==> src/rtl/rx_word_assembler.sv <==
// Pairs UART byte strobes (LSB first, then MSB) into 16-bit words behind a valid/ack handshake.
// Includes an inter-byte timeout and a saturating overrun counter.
module rx_word_assembler #(
    parameter logic [15:0] TIMEOUT_CYCLES = 16'd50000
) (
    input  logic        clk,
    input  logic        reset_b,
    input  logic [7:0]  Rx_Byte,
    input  logic        Rx_Byte_Valid,
    input  logic        Word_Ack,
    output logic [15:0] Word,
    output logic        Word_Valid,
    output logic        Timeout_Err,
    output logic        Overrun,
    output logic [7:0]  Overrun_Count
);

    typedef enum logic [1:0] {
        WAIT_LSB = 2'd0,
        WAIT_MSB = 2'd1,
        HOLD     = 2'd2
    } state_t;

    localparam logic [15:0] TMO_LAST = TIMEOUT_CYCLES - 16'd1;

    state_t      state_q, state_d;
    logic [7:0]  lsb_q, lsb_d;
    logic [15:0] cnt_q, cnt_d;
    logic [15:0] word_d;
    logic        vld_d;
    logic        tmo_d;
    logic        ovr_d;
    logic [7:0]  ovc_d;

    always_ff @(posedge clk or negedge reset_b) begin
        if (!reset_b) begin
            state_q       <= WAIT_LSB;
            lsb_q         <= 8'd0;
            cnt_q         <= 16'd0;
            Word          <= 16'd0;
            Word_Valid    <= 1'b0;
            Timeout_Err   <= 1'b0;
            Overrun       <= 1'b0;
            Overrun_Count <= 8'd0;
        end else begin
            state_q       <= state_d;
            lsb_q         <= lsb_d;
            cnt_q         <= cnt_d;
            Word          <= word_d;
            Word_Valid    <= vld_d;
            Timeout_Err   <= tmo_d;
            Overrun       <= ovr_d;
            Overrun_Count <= ovc_d;
        end
    end

    always_comb begin
        state_d = state_q;
        lsb_d   = lsb_q;
        cnt_d   = cnt_q;
        word_d  = Word;
        vld_d   = Word_Valid;
        tmo_d   = 1'b0;
        ovr_d   = 1'b0;
        ovc_d   = Overrun_Count;

        case (state_q)
            WAIT_LSB: begin
                if (Rx_Byte_Valid) begin
                    lsb_d   = Rx_Byte;
                    cnt_d   = 16'd0;
                    state_d = WAIT_MSB;
                end
            end
            WAIT_MSB: begin
                // A byte arriving on the last allowed cycle beats the timeout.
                if (Rx_Byte_Valid) begin
                    word_d  = {Rx_Byte, lsb_q};
                    vld_d   = 1'b1;
                    state_d = HOLD;
                end else if (cnt_q == TMO_LAST) begin
                    tmo_d   = 1'b1;
                    state_d = WAIT_LSB;
                end else begin
                    cnt_d = cnt_q + 16'd1;
                end
            end
            HOLD: begin
                if (Word_Ack) begin
                    vld_d = 1'b0;
                    if (Rx_Byte_Valid) begin
                        lsb_d   = Rx_Byte;
                        cnt_d   = 16'd0;
                        state_d = WAIT_MSB;
                    end else begin
                        state_d = WAIT_LSB;
                    end
                end else if (Rx_Byte_Valid) begin
                    ovr_d = 1'b1;
                    if (Overrun_Count != 8'hFF)
                        ovc_d = Overrun_Count + 8'd1;
                end
            end
            default: state_d = WAIT_LSB;
        endcase
    end

endmodule
==> config.mk <==
export PLATFORM = sky130hd
export DESIGN_NAME = rx_word_assembler
export DESIGN_NICKNAME = d
export VERILOG_FILES = /design/src/rtl/rx_word_assembler.sv
export SDC_FILE = /design/constraint.sdc
export NUM_CORES = 1
export LEC_CHECK = 0
export ABC_CLOCK_PERIOD_IN_PS = 1800
export CELL_PAD_IN_SITES_DETAIL_PLACEMENT = 0
export CELL_PAD_IN_SITES_GLOBAL_PLACEMENT = 1
export CORE_ASPECT_RATIO = 1.25
export CORE_UTILIZATION = 30
export DETAILED_ROUTE_END_ITERATION = 10
export PLACE_DENSITY = 0.59
export SYNTH_ARGS = -nofsm -noshare
export SYNTH_HDL_FRONTEND = slang
export SYNTH_SLANG_ARGS = --single-unit
==> constraint.sdc <==
create_clock -name clk -period 1.8 [get_ports clk]
set_input_delay 0.27 -clock clk [delete_from_list [all_inputs] [get_ports clk]]
set_output_delay 0.27 -clock clk [all_outputs]
set_load 0.05 [all_outputs]
## After elaboration in Yosys (flattened, before gate mapping)

Index checks and enable logic that the tools add are counted.
W data, S select, Z words.

- Register bits after elaboration: 53
- Bits of input ports: 12
- Word-level logic and storage cells: 54

- $add $sub $neg: 2
- Equal/unequal tests: 10
- Multiplexer cells: 23
- Bitwise logic cells: 1
- Reduce and logical (&&, ||, !) cells: 10

Operators with widths:

| kind | count |
|---|---|
| $mux W16 | 4 |
| $pmux W16 S3 | 1 |
| $add A16 B1 Y16 const B | 1 |
| $eq A16 B16 Y1 const B | 1 |
| $mux W8 | 2 |
| $pmux W8 S2 | 1 |
| $ne A2 B2 Y1 const B | 5 |
| $mux W1 | 9 |
| $add A8 B1 Y8 const B | 1 |
| $mux W2 | 4 |
| $ne A8 B8 Y1 const B | 1 |
| $reduce_and A4 Y1 | 2 |
| $pmux W2 S3 | 1 |
| $reduce_and A3 Y1 | 2 |
| $reduce_and A2 Y1 | 2 |
| $reduce_bool A2 Y1 | 2 |
| $ne A3 B3 Y1 const B | 1 |
| $reduce_bool A3 Y1 | 1 |
| $eq A2 B1 Y1 const B | 1 |
| $eq A2 B2 Y1 const B | 1 |
| $logic_not A2 Y1 | 1 |
| $pmux W1 S2 | 1 |
| $not A1 Y1 | 1 |

## Depth between registers and ports, before layout

Gate-level depths: netlist of the first run.

- Depth after elaboration: 4
- Mapped depth: 6
- Mapped depth without buffers: 5

## Least setup slack after synthesis of the first run

No wires, ideal clock.

- Kind: register to register
- From: register Overrun_Count[0]
- To: register Overrun_Count[1]
- Arrival: 1.656 ns
- Required time: 1.675 ns
- Slack: 0.019 ns
- Cell stages (with the launch flop): 4
- Path buffers: 0
- Period minus slack after synthesis: 1.781 ns
- Cell sequence: dfrtp_1 -> ha_1 -> a41oi_1 -> mux2_2

- Cells in the longest elaborated chain, start to end: 2

Ends and longest elaborated chain:

| element | RTL line | RTL |
|---|---|---|
| from (decl) | 15 | `output logic [7:0] Overrun_Count` |
| from (signal assigned) | 53 | `Overrun_Count <= ovc_d;` |
| branches (longest 2 deep; another with $add A8 B1 Y8) | - |  |

Several ways; the timed one is not identified.
A chain may end at the register's enable or synchronous reset.

## Final worst setup path of the first run

- From: register Word[12]
- To: output Word[12]

RTL lines:

| element | RTL line | RTL |
|---|---|---|
| from (decl) | 11 | `output logic [15:0] Word,` |
| from (signal assigned) | 49 | `Word <= word_d;` |

No word-level cell between the ends.

==> results of run 1 <==
-- cell type report --
class / instances / area (sq um)
inverters: 9 / 33.78
repair buffers: 70 / 628.1
multi-input cells: 136 / 1037
fillers: 803 / 4598
clock inverters: 3 / 26.28
clock buffers: 5 / 68.82
flip-flops and latches: 53 / 1326
well taps: 95 / 118.9
-- registers in the layout, summed over array words and instances (netlist names) --
register	flops
Word	16
cnt_q	16
Overrun_Count	8
lsb_q	8
state_q	2
Overrun	1
Timeout_Err	1
Word_Valid	1
-- where the power goes --
part	internal [mW]	total (mW)	switching, mW
logic	0.903	2.21	1.31
registers	1.55	1.78	0.226
clock network	0.285	0.722	0.437
total	2.74	4.71	1.97
-- Yosys cell counts, types with 2 or more instances --
cell type  count  area (sq um)
a21oi_1        2         10.01
a31oi_1       13         81.33
a41oi_1        2         17.52
and3_1         4         25.02
buf_2          4         20.02
buf_4          2         15.01
dfrtp_1       53          1326
ha_1           2         25.02
inv_1          9         33.78
mux2_2        25         281.5
nand2_1       13         48.80
nand2b_1       6         37.54
nand3_1        7         35.03
nand3b_1       2         15.01
nand4_1        9         56.30
nor2_1         5         18.77
nor3_1         3         15.01
nor4_1         4         25.02
o2111ai_1      2         17.52
o211ai_1       6         45.04
o21ai_0        3         15.01
o221ai_1       2         17.52
xnor2_1        5         43.79
xor2_1         2         17.52
-- cells in the final DEF, fill, tap and decap left out, drive strengths merged, types with 2 or more instances in the layout --
cell / Yosys / routed
a21oi: 2 / 2
a31oi: 13 / 13
a41oi: 2 / 2
and3: 4 / 4
and4: 2 / 2
buf: 7 / 45
clkbuf: 1 / 5
clkdlybuf4s50: 0 / 22
clkinv: 0 / 2
dfrtp: 53 / 53
dlymetal6s2s: 0 / 2
ha: 2 / 2
inv: 9 / 10
mux2: 25 / 25
nand2: 14 / 14
nand2b: 6 / 6
nand3: 7 / 7
nand3b: 2 / 2
nand4: 10 / 10
nor2: 5 / 5
nor3: 4 / 4
nor4: 4 / 4
o2111ai: 2 / 2
o211ai: 6 / 6
o21ai: 4 / 4
o221ai: 2 / 2
xnor2: 5 / 5
xor2: 2 / 2
-- kinds of logic after synthesis --
logic type      after synthesis
flops                        53
buf+inv                      17
fa+ha+maj                     2
mux                          26
xor+xnor                      7
simple gates                 66
compound gates               35
-- metal layers --
metal  vias to the layer above  global-route usage, %
li1                        913                      -
met1                       913                  17.12
met2                        57                  23.58
met3                         6                  2.882
met4                         0                  4.244
met5                         -                      0
-- metrics by stage --
step / TNS, ns / setup slack (ns)
6_report: 0 / 0.05100
5_1_grt: 0 / 0.0009728
4_1_cts: 0 / 0.02223
3_5_place_dp: -0.07200 / -0.01441
3_3_place_gp: 0 / 0.009111
2_1_floorplan: 0 / 0.01892
-- repair_timing --
item	CTS	global route
endpoints found under the hold margin	53	0
setup buffers	0	0
hold buffers	1	0
gates resized for setup	0	2
setup endpoints to repair	0	2
-- worst min-delay path by stage --
stage,slack (ns),end,cells past startpoint,startpoint
after floorplan,-0.03,Overrun,0,reset_b
after global placement,0.29,cnt_q[7],2,reset_b
after detailed placement,0.29,cnt_q[7],2,reset_b
after CTS,0.49,Word[13],3,reset_b
after global routing,0.52,Word[13],3,reset_b
final,0.47,cnt_q[4],3,reset_b
==> impl_metrics.tcl, run 1 <==
set metrics [dict create \
    cp-end-kind "output port" \
    final_hold_viol_count 0 \
    syn_nets 220 \
    critPathKind "reg2out" \
    start_util_pct 31.24 \
    dp.cells 362 \
    syn_avg_cell_area_sq_um 11.89 \
    netlist_instances 206 \
    ys_types 45 \
    cp_num_buf_inv 1 \
    r2r_start "cnt_q[0]" \
    final_cells 371 \
    areaGrowthSynthToFinish_pct 32.29 \
    grt_usage_pct 13.59 \
    cp.required_ns 1.53 \
    grt_first_pass_wirelength_um 9156 \
    period_needed_ns 1.749 \
    cts_max_level 2 \
    yosysWarnings 0 \
    p_per_area_nw_per_um2 1455 \
    root_buffer "clkbuf_8" \
    grt-ovfl-total 0 \
    fin_hold_ws_ns 0.4727 \
    num_rows 36 \
    start_kind "flop" \
    synth_compound_area_share_pct 10.48 \
    antenna_left 0 \
    dr_wl_met2_um 2787 \
    grt_max_degree 54 \
    cts_made_buffers 5 \
    async_flop_share_pct 100.0 \
    seq_area_frac_synth_pct 54.16 \
    clock-sinks 53 \
    yosys.area_share.xor_xnor_pct 2.504 \
    outcome "completed" \
    crit_slowest_cell "clkdlybuf4s50_1" \
    cp_cell_sequence "clkdlybuf4s50_1" \
    cp_top_family "buffers and inverters" \
    clk_pin_slew_worst_paths_ns 0.11 \
    cp.depth 1 \
    wire_per_inst_um 14.89 \
    num_vias 1889 \
    synthSimpleGateAreaFrac_pct 16.45 \
    routed_via_density 5.092 \
    wl_met3_um 256 \
    relSlewSlack_pct 66.38 \
    placed_cell_area_sq_um 3129 \
    top_layer_used "met4" \
    diodes 0 \
    setup_viol 0 \
    drive_above_1_share_pct 31.52 \
    timing.fmax_mhz 571.8 \
    final_util_pct 41.33 \
    rr_worst_depth 6 \
    finalMaxSlewViolations 0 \
    hold_path.class "in2async" \
    synthAdderAreaFrac_pct 1.022 \
    cap_violations 0 \
    port_buffers 38 \
    synth_area_sq_um 2449 \
    total_power_mw 4.713 \
    critPathLaunch "Word[12]" \
    drt_first_pass_iters 4 \
    cp_max_fo 2 \
    period_share_pct 97.17 \
    drc_errors 0 \
    dieArea_sq_um 8529 \
    fin_nets 289 \
    crit_arrival_ns 1.48 \
    final_area_sq_um 3239 \
    crit_path_end "Word[12]" \
    synth-edff-count 0 \
    wl_um 5526 \
    tightest_slew_ns 0.5028 \
    first_iter_violations 66 \
    p_leak_nw 1.429 \
    cts_tree "built" \
    r2r_slack_ns 0.17 \
    synth_top_family_by_area "simple AND/OR/NAND/NOR gates" \
    r2r-end "cnt_q[12]" \
    post-dp-hpwl_um 3928 \
    die_y_um 103.0 \
    rsz0062_at_grt "false" \
    clock_path_buffers 2 \
    synthFlopType "dfrtp_1" \
    ys_ff_latch 53 \
    clk_latency_ns 0.31 \
    vdd_drop_max_mv 0.9975 \
    synth.area.mux_share_pct 11.91 \
    grt_pass1_vias 1791 \
    finClkSkew_ns 0.007599 \
    worst_path_largest_cell_delay_ns 0.80 \
    dieWidth_um 82.81 \
    antenna_found_initial 0 \
    met1_length_um 2438 \
    place_congestion 0.7701 \
    ios 39 \
    core_sq_um 7838 \
]
Power figures use the tool's default switching activity.
==> run 2, diff against run 1 <==
--- a/config.mk
+++ b/config.mk
@@ -11,7 +11,8 @@
 export CORE_ASPECT_RATIO = 1.25
 export CORE_UTILIZATION = 30
 export DETAILED_ROUTE_END_ITERATION = 10
-export PLACE_DENSITY = 0.59
+export DONT_BUFFER_PORTS = 1
+export PLACE_DENSITY = 0.52
 export SYNTH_ARGS = -nofsm -noshare
 export SYNTH_HDL_FRONTEND = slang
 export SYNTH_SLANG_ARGS = --single-unit
==> run 2 against run 1 <==
Power is 10% lower. Via count fell by 8.7%. Design area decreased by 9.8%. Utilization is 4.1 points lower. Worst hold slack got worse by 0.38 ns. Clock power shrank 3%. Register-to-register slack worse by 0.11 ns. Global-route usage down 0.18 points. Clock-buffer cell count unchanged. Wire length shrank 1.0%. Critical path depth up 5. Critical endpoint is now cnt_q[1]. Largest power group is now registers.
==> impl_metrics.tcl, run 2 (synthesized netlist as in run 1, its figures left out) <==
set metrics [dict create \
    final_hold_viol_count 0 \
    vdd_drop_max_mv 0.8150 \
    place_congestion 0.7503 \
    crit_arrival_ns 1.95 \
    top_layer_used "met4" \
    finalMaxSlewViolations 0 \
    crit_path_end "cnt_q[1]" \
    wl_met3_um 269 \
    grt_first_pass_wirelength_um 9073 \
    diodes 0 \
    r2r_slack_ns 0.06 \
    port_buffers 0 \
    first_iter_violations 55 \
    timing.fmax_mhz 574.8 \
    largestRegisters "Word (16), cnt_q (16)" \
    post-dp-hpwl_um 3752 \
    cts_tree "built" \
    layout_common_cells "dfrtp_1, buf_4, mux2_2, nand2_1, a31oi_1" \
    drive_above_1_share_pct 32.64 \
    wire_per_inst_um 16.37 \
    critPathKind "reg2reg" \
    areaGrowthSynthToFinish_pct 19.32 \
    fin_setup_tns_ns 0 \
    clock_path_buffers 2 \
    layout_commonest_cell "dfrtp_1" \
    dieArea_sq_um 8529 \
    rsz0062_at_grt "true" \
    cp.required_ns 2.01 \
    p_per_area_nw_per_um2 1449 \
    final_cells 334 \
    routed_via_density 5.162 \
    relSlewSlack_pct 66.89 \
    rr_worst_depth 6 \
    r2r_start "cnt_q[7]" \
    hold_path.class "in2reg" \
    start_util_pct 31.24 \
    wl_um 5468 \
    core_sq_um 7838 \
    cts_max_level 2 \
    num_vias 1724 \
    tightest_slew_ns 0.4933 \
    cap_violations 0 \
    dp.cells 321 \
    critPathLaunch "cnt_q[7]" \
    die_y_um 103.0 \
    cp_max_fo 5 \
    grt_pass1_vias 1769 \
    cp-end-kind "flop" \
    clk_pin_slew_worst_paths_ns 0.10 \
    outcome "completed" \
    start_kind "flop" \
    dieWidth_um 82.81 \
    grt-ovfl-total 0 \
    root_buffer "clkbuf_8" \
    finClkSkew_ns 0.007810 \
    clk_latency_ns 0.31 \
    grt_usage_pct 13.41 \
    fin_nets 252 \
    p_leak_nw 1.247 \
    period_share_pct 96.66 \
    antenna_left 0 \
    cts_made_buffers 5 \
    clock-sinks 53 \
    setup_viol 0 \
    drt_first_pass_iters 4 \
    drc_errors 0 \
    met1_length_um 2393 \
    antenna_found_initial 0 \
    grt_max_degree 54 \
    num_rows 36 \
    period_needed_ns 1.740 \
    dr_wl_met2_um 2728 \
    ios 39 \
    r2r-end "cnt_q[1]" \
]
==> run 2: final cells by class <==
type | instances | area (sq um)
fill | 807 | 4916
tap | 95 | 118.9
timing repair buffer | 33 | 286.5
multi-input combinational | 136 | 1062
clock buffer | 5 | 68.82
sequential | 53 | 1326
clock inverter | 3 | 25.02
inverter | 9 | 33.78
==> run 2: worst min-delay path by stage <==
stage	slack (ns)	cells after the start	startpoint	endpoint
floorplan	-0.03	0	reset_b	Overrun
global placement	-0.02	0	reset_b	cnt_q[7]
detailed placement	-0.02	0	reset_b	cnt_q[7]
CTS	0.08	1	Rx_Byte[3]	Word[11]
global route	0.08	1	Rx_Byte[3]	lsb_q[3]
finish	0.1	1	Rx_Byte[3]	Word[11]
==> run 2: worst max-delay path, cell delays in order (launching register included) <==
cell     delay [ns]
dfrtp_1        0.41
nor4_2         0.31
buf_4          0.17
nand4_1        0.22
buf_4          0.23
and3_4         0.13
a31o_1         0.18
==> run 2: through the flow <==
stage | total power [mW] | util [%] | hold WS [ns] | instance area [sq um] | setup WS [ns]
3_3_place_gp | 3.487 | 34.79 | -0.02304 | 2726 | 0.02022
4_1_cts | 4.265 | 36.54 | 0.08473 | 2864 | 0.01434
6_report | 4.234 | 37.28 | 0.09614 | 2922 | 0.06017
5_1_grt | 4.487 | 37.28 | 0.08123 | 2922 | -0.03573
2_1_floorplan | 3.221 | - | -0.02559 | 2449 | 0.01892
3_5_place_dp | 3.510 | 34.79 | -0.02265 | 2726 | -0.005765
==> run 2: where the power goes <==
| group | switching, mW | leakage, nW | internal, mW |
|---|---|---|---|
| registers | 0.969 | 0.677 | 1.54 |
| logic | 0.500 | 0.526 | 0.522 |
| clock network | 0.421 | 0.0447 | 0.282 |
| total | 1.89 | 1.25 | 2.34 |
==> run 2: metal layers <==
metal,track usage [%],vias to the layer above
met5,0,-
met4,4.377,0
met3,3.443,7
met2,23.71,30
met1,16.08,858
li1,-,829
==> run 2: what timing repair did <==
item                       4_1_cts  5_1_grt
setup endpoints to repair        1       11
pin swaps                        0        3
hold buffers                     2        0
buffers inserted                 0        3
resized for setup                1        4
hold endpoints to repair        53        0
==> run 3, diff against run 2 <==
--- a/config.mk
+++ b/config.mk
@@ -6,13 +6,14 @@
 export NUM_CORES = 1
 export LEC_CHECK = 0
 export ABC_CLOCK_PERIOD_IN_PS = 1800
-export CELL_PAD_IN_SITES_DETAIL_PLACEMENT = 0
-export CELL_PAD_IN_SITES_GLOBAL_PLACEMENT = 1
+export CELL_PAD_IN_SITES_DETAIL_PLACEMENT = 1
+export CELL_PAD_IN_SITES_GLOBAL_PLACEMENT = 2
 export CORE_ASPECT_RATIO = 1.25
 export CORE_UTILIZATION = 30
+export CTS_BUF_LIST = sky130_fd_sc_hd__clkbuf_8
 export DETAILED_ROUTE_END_ITERATION = 10
 export DONT_BUFFER_PORTS = 1
-export PLACE_DENSITY = 0.52
+export PLACE_DENSITY = 0.6
 export SYNTH_ARGS = -nofsm -noshare
 export SYNTH_HDL_FRONTEND = slang
 export SYNTH_SLANG_ARGS = --single-unit
==> run 3 against run 2 <==
Register-to-register slack better by 0.05 ns. Utilization decreased by 0.30 points. Via count grew 5.4%. Non-clock buffer count grew 1. Wire length increased by 10%. Sequential power barely moved. Design area down 0.81%. Clock power rose by 5.4%. First-iteration DRC count increased by 31%. Maximum frequency is 2.8% higher. Worst setup slack improved by 0.047 ns.
==> impl_metrics.tcl, run 3 (synthesized netlist as in run 1, its figures left out) <==
set metrics [dict create \
    first_iter_violations 72 \
    met3_usage_pct 3.683 \
    root_buffer "clkbuf_8" \
    cts_tree "built" \
    final_util_pct 36.97 \
    final_cells 335 \
    antenna_found_initial 0 \
    fin_hold_ws_ns 0.09911 \
    critPathKind "reg2reg" \
    wl_um 6042 \
    placed_cell_area_sq_um 2756 \
    start_kind "flop" \
    start_util_pct 31.24 \
    layout_commonest_cell "dfrtp_1" \
    rsz0062_at_grt "false" \
    place_congestion 0.7957 \
    final_hold_viol_count 0 \
    clk_pin_slew_worst_paths_ns 0.11 \
    drt_first_pass_iters 4 \
    grt-ovfl-total 0 \
    crit_arrival_ns 1.91 \
    period_share_pct 94.05 \
    hold_path.class "in2reg" \
    layout_common_cells "dfrtp_1, buf_4, mux2_2, a31oi_1, nand2_1" \
    outcome "completed" \
    p_per_area_nw_per_um2 1491 \
    finClkSkew_ns 0.008358 \
    r2r_slack_ns 0.11 \
    antenna_left 0 \
    cts_max_level 2 \
    fin_nets 253 \
    grt_usage_pct 14.86 \
    port_buffers 0 \
    wire_per_inst_um 18.04 \
    relSlewSlack_pct 63.15 \
    dp.cells 325 \
    largestRegisters "Word (16), cnt_q (16)" \
    dieWidth_um 82.81 \
    cap_violations 0 \
    num_vias 1817 \
    core_sq_um 7838 \
    cts_made_buffers 5 \
    grt_max_degree 54 \
    routed_via_density 5.424 \
    clock-sinks 53 \
    num_rows 36 \
    finalMaxSlewViolations 0 \
    gr-usage-met2_pct 26.29 \
    drc_errors 0 \
    final_area_sq_um 2898 \
    grt.busiest_layer "met2" \
    vdd_drop_max_mv 0.8048 \
    cp-end-kind "flop" \
    cp.required_ns 2.01 \
    die_y_um 103.0 \
    clk_latency_ns 0.31 \
    post-dp-hpwl_um 4423 \
    dieArea_sq_um 8529 \
    areaGrowthSynthToFinish_pct 18.34 \
    fin_setup_tns_ns 0 \
    diodes 0 \
    cp_max_fo 11 \
    period_needed_ns 1.693 \
    timing.fmax_mhz 590.7 \
    p_leak_nw 1.257 \
    grt_pass1_vias 2031 \
    clock_path_buffers 2 \
    tightest_slew_ns 0.5490 \
    drive_above_1_share_pct 31.67 \
    ios 39 \
    setup_viol 0 \
    met1_usage_pct 17.21 \
    grt_first_pass_wirelength_um 10040 \
]
==> run 3: worst max-delay path, stage by stage, from the launching register on <==
cell,delay (ns)
dfrtp_1,0.43
ha_1,0.21
and3_1,0.22
nand4_1,0.13
buf_4,0.20
nand2_1,0.15
a31o_1,0.26
==> run 3: final timing paths <==
check                            from          end  cells after the start
min                        Rx_Byte[6]     lsb_q[6]                      1
min reg2reg                  lsb_q[7]      Word[7]                      1
max                          cnt_q[1]     cnt_q[1]                      6
max reg2reg                  cnt_q[1]     cnt_q[1]                      6
max in group asynchronous     reset_b  Timeout_Err                      2
min in group asynchronous     reset_b    cnt_q[10]                      2
==> run 3: where the power goes <==
part,internal (mW),switching (mW)
clock,0.292,0.449
sequential,1.54,0.953
combinational,0.528,0.557
total,2.36,1.96
==> run 3: cell type report <==
class	instances	area [sq um]
inverter	9	33.78
clock inverter	3	28.78
multi-input combinational	136	1044
fill	897	4940
sequential	53	1326
tap	95	118.9
timing repair buffer	34	277.8
clock buffer	5	68.82
==> run 3: stage by stage <==
| stage | worst slack (ns) | power (mW) |
|---|---|---|
| after CTS | 0.03707 | 4.384 |
| after detailed placement | 0.07603 | 3.591 |
| after floorplan | 0.01892 | 3.221 |
| after global routing | 0.03135 | 4.542 |
| final | 0.1071 | 4.319 |
| after global placement | 0.1577 | 3.514 |
==> run 3: routing by layer <==
| metal | part of all wire [%] | routed length [um] | vias to the layer above |
|---|---|---|---|
| li1 | - | - | 828 |
| met1 | 43 | 2575 | 932 |
| met2 | 51 | 3057 | 43 |
| met3 | 4.3 | 259 | 14 |
| met4 | 2.5 | 150 | 0 |
| met5 | 0 | 0 | - |
==> run 3: what timing repair did <==
item,CTS,global route
setup buffers,0,0
endpoints found under the setup margin,0,13
hold buffers,2,0
endpoints found under the hold margin,53,0
gates resized for setup,0,1
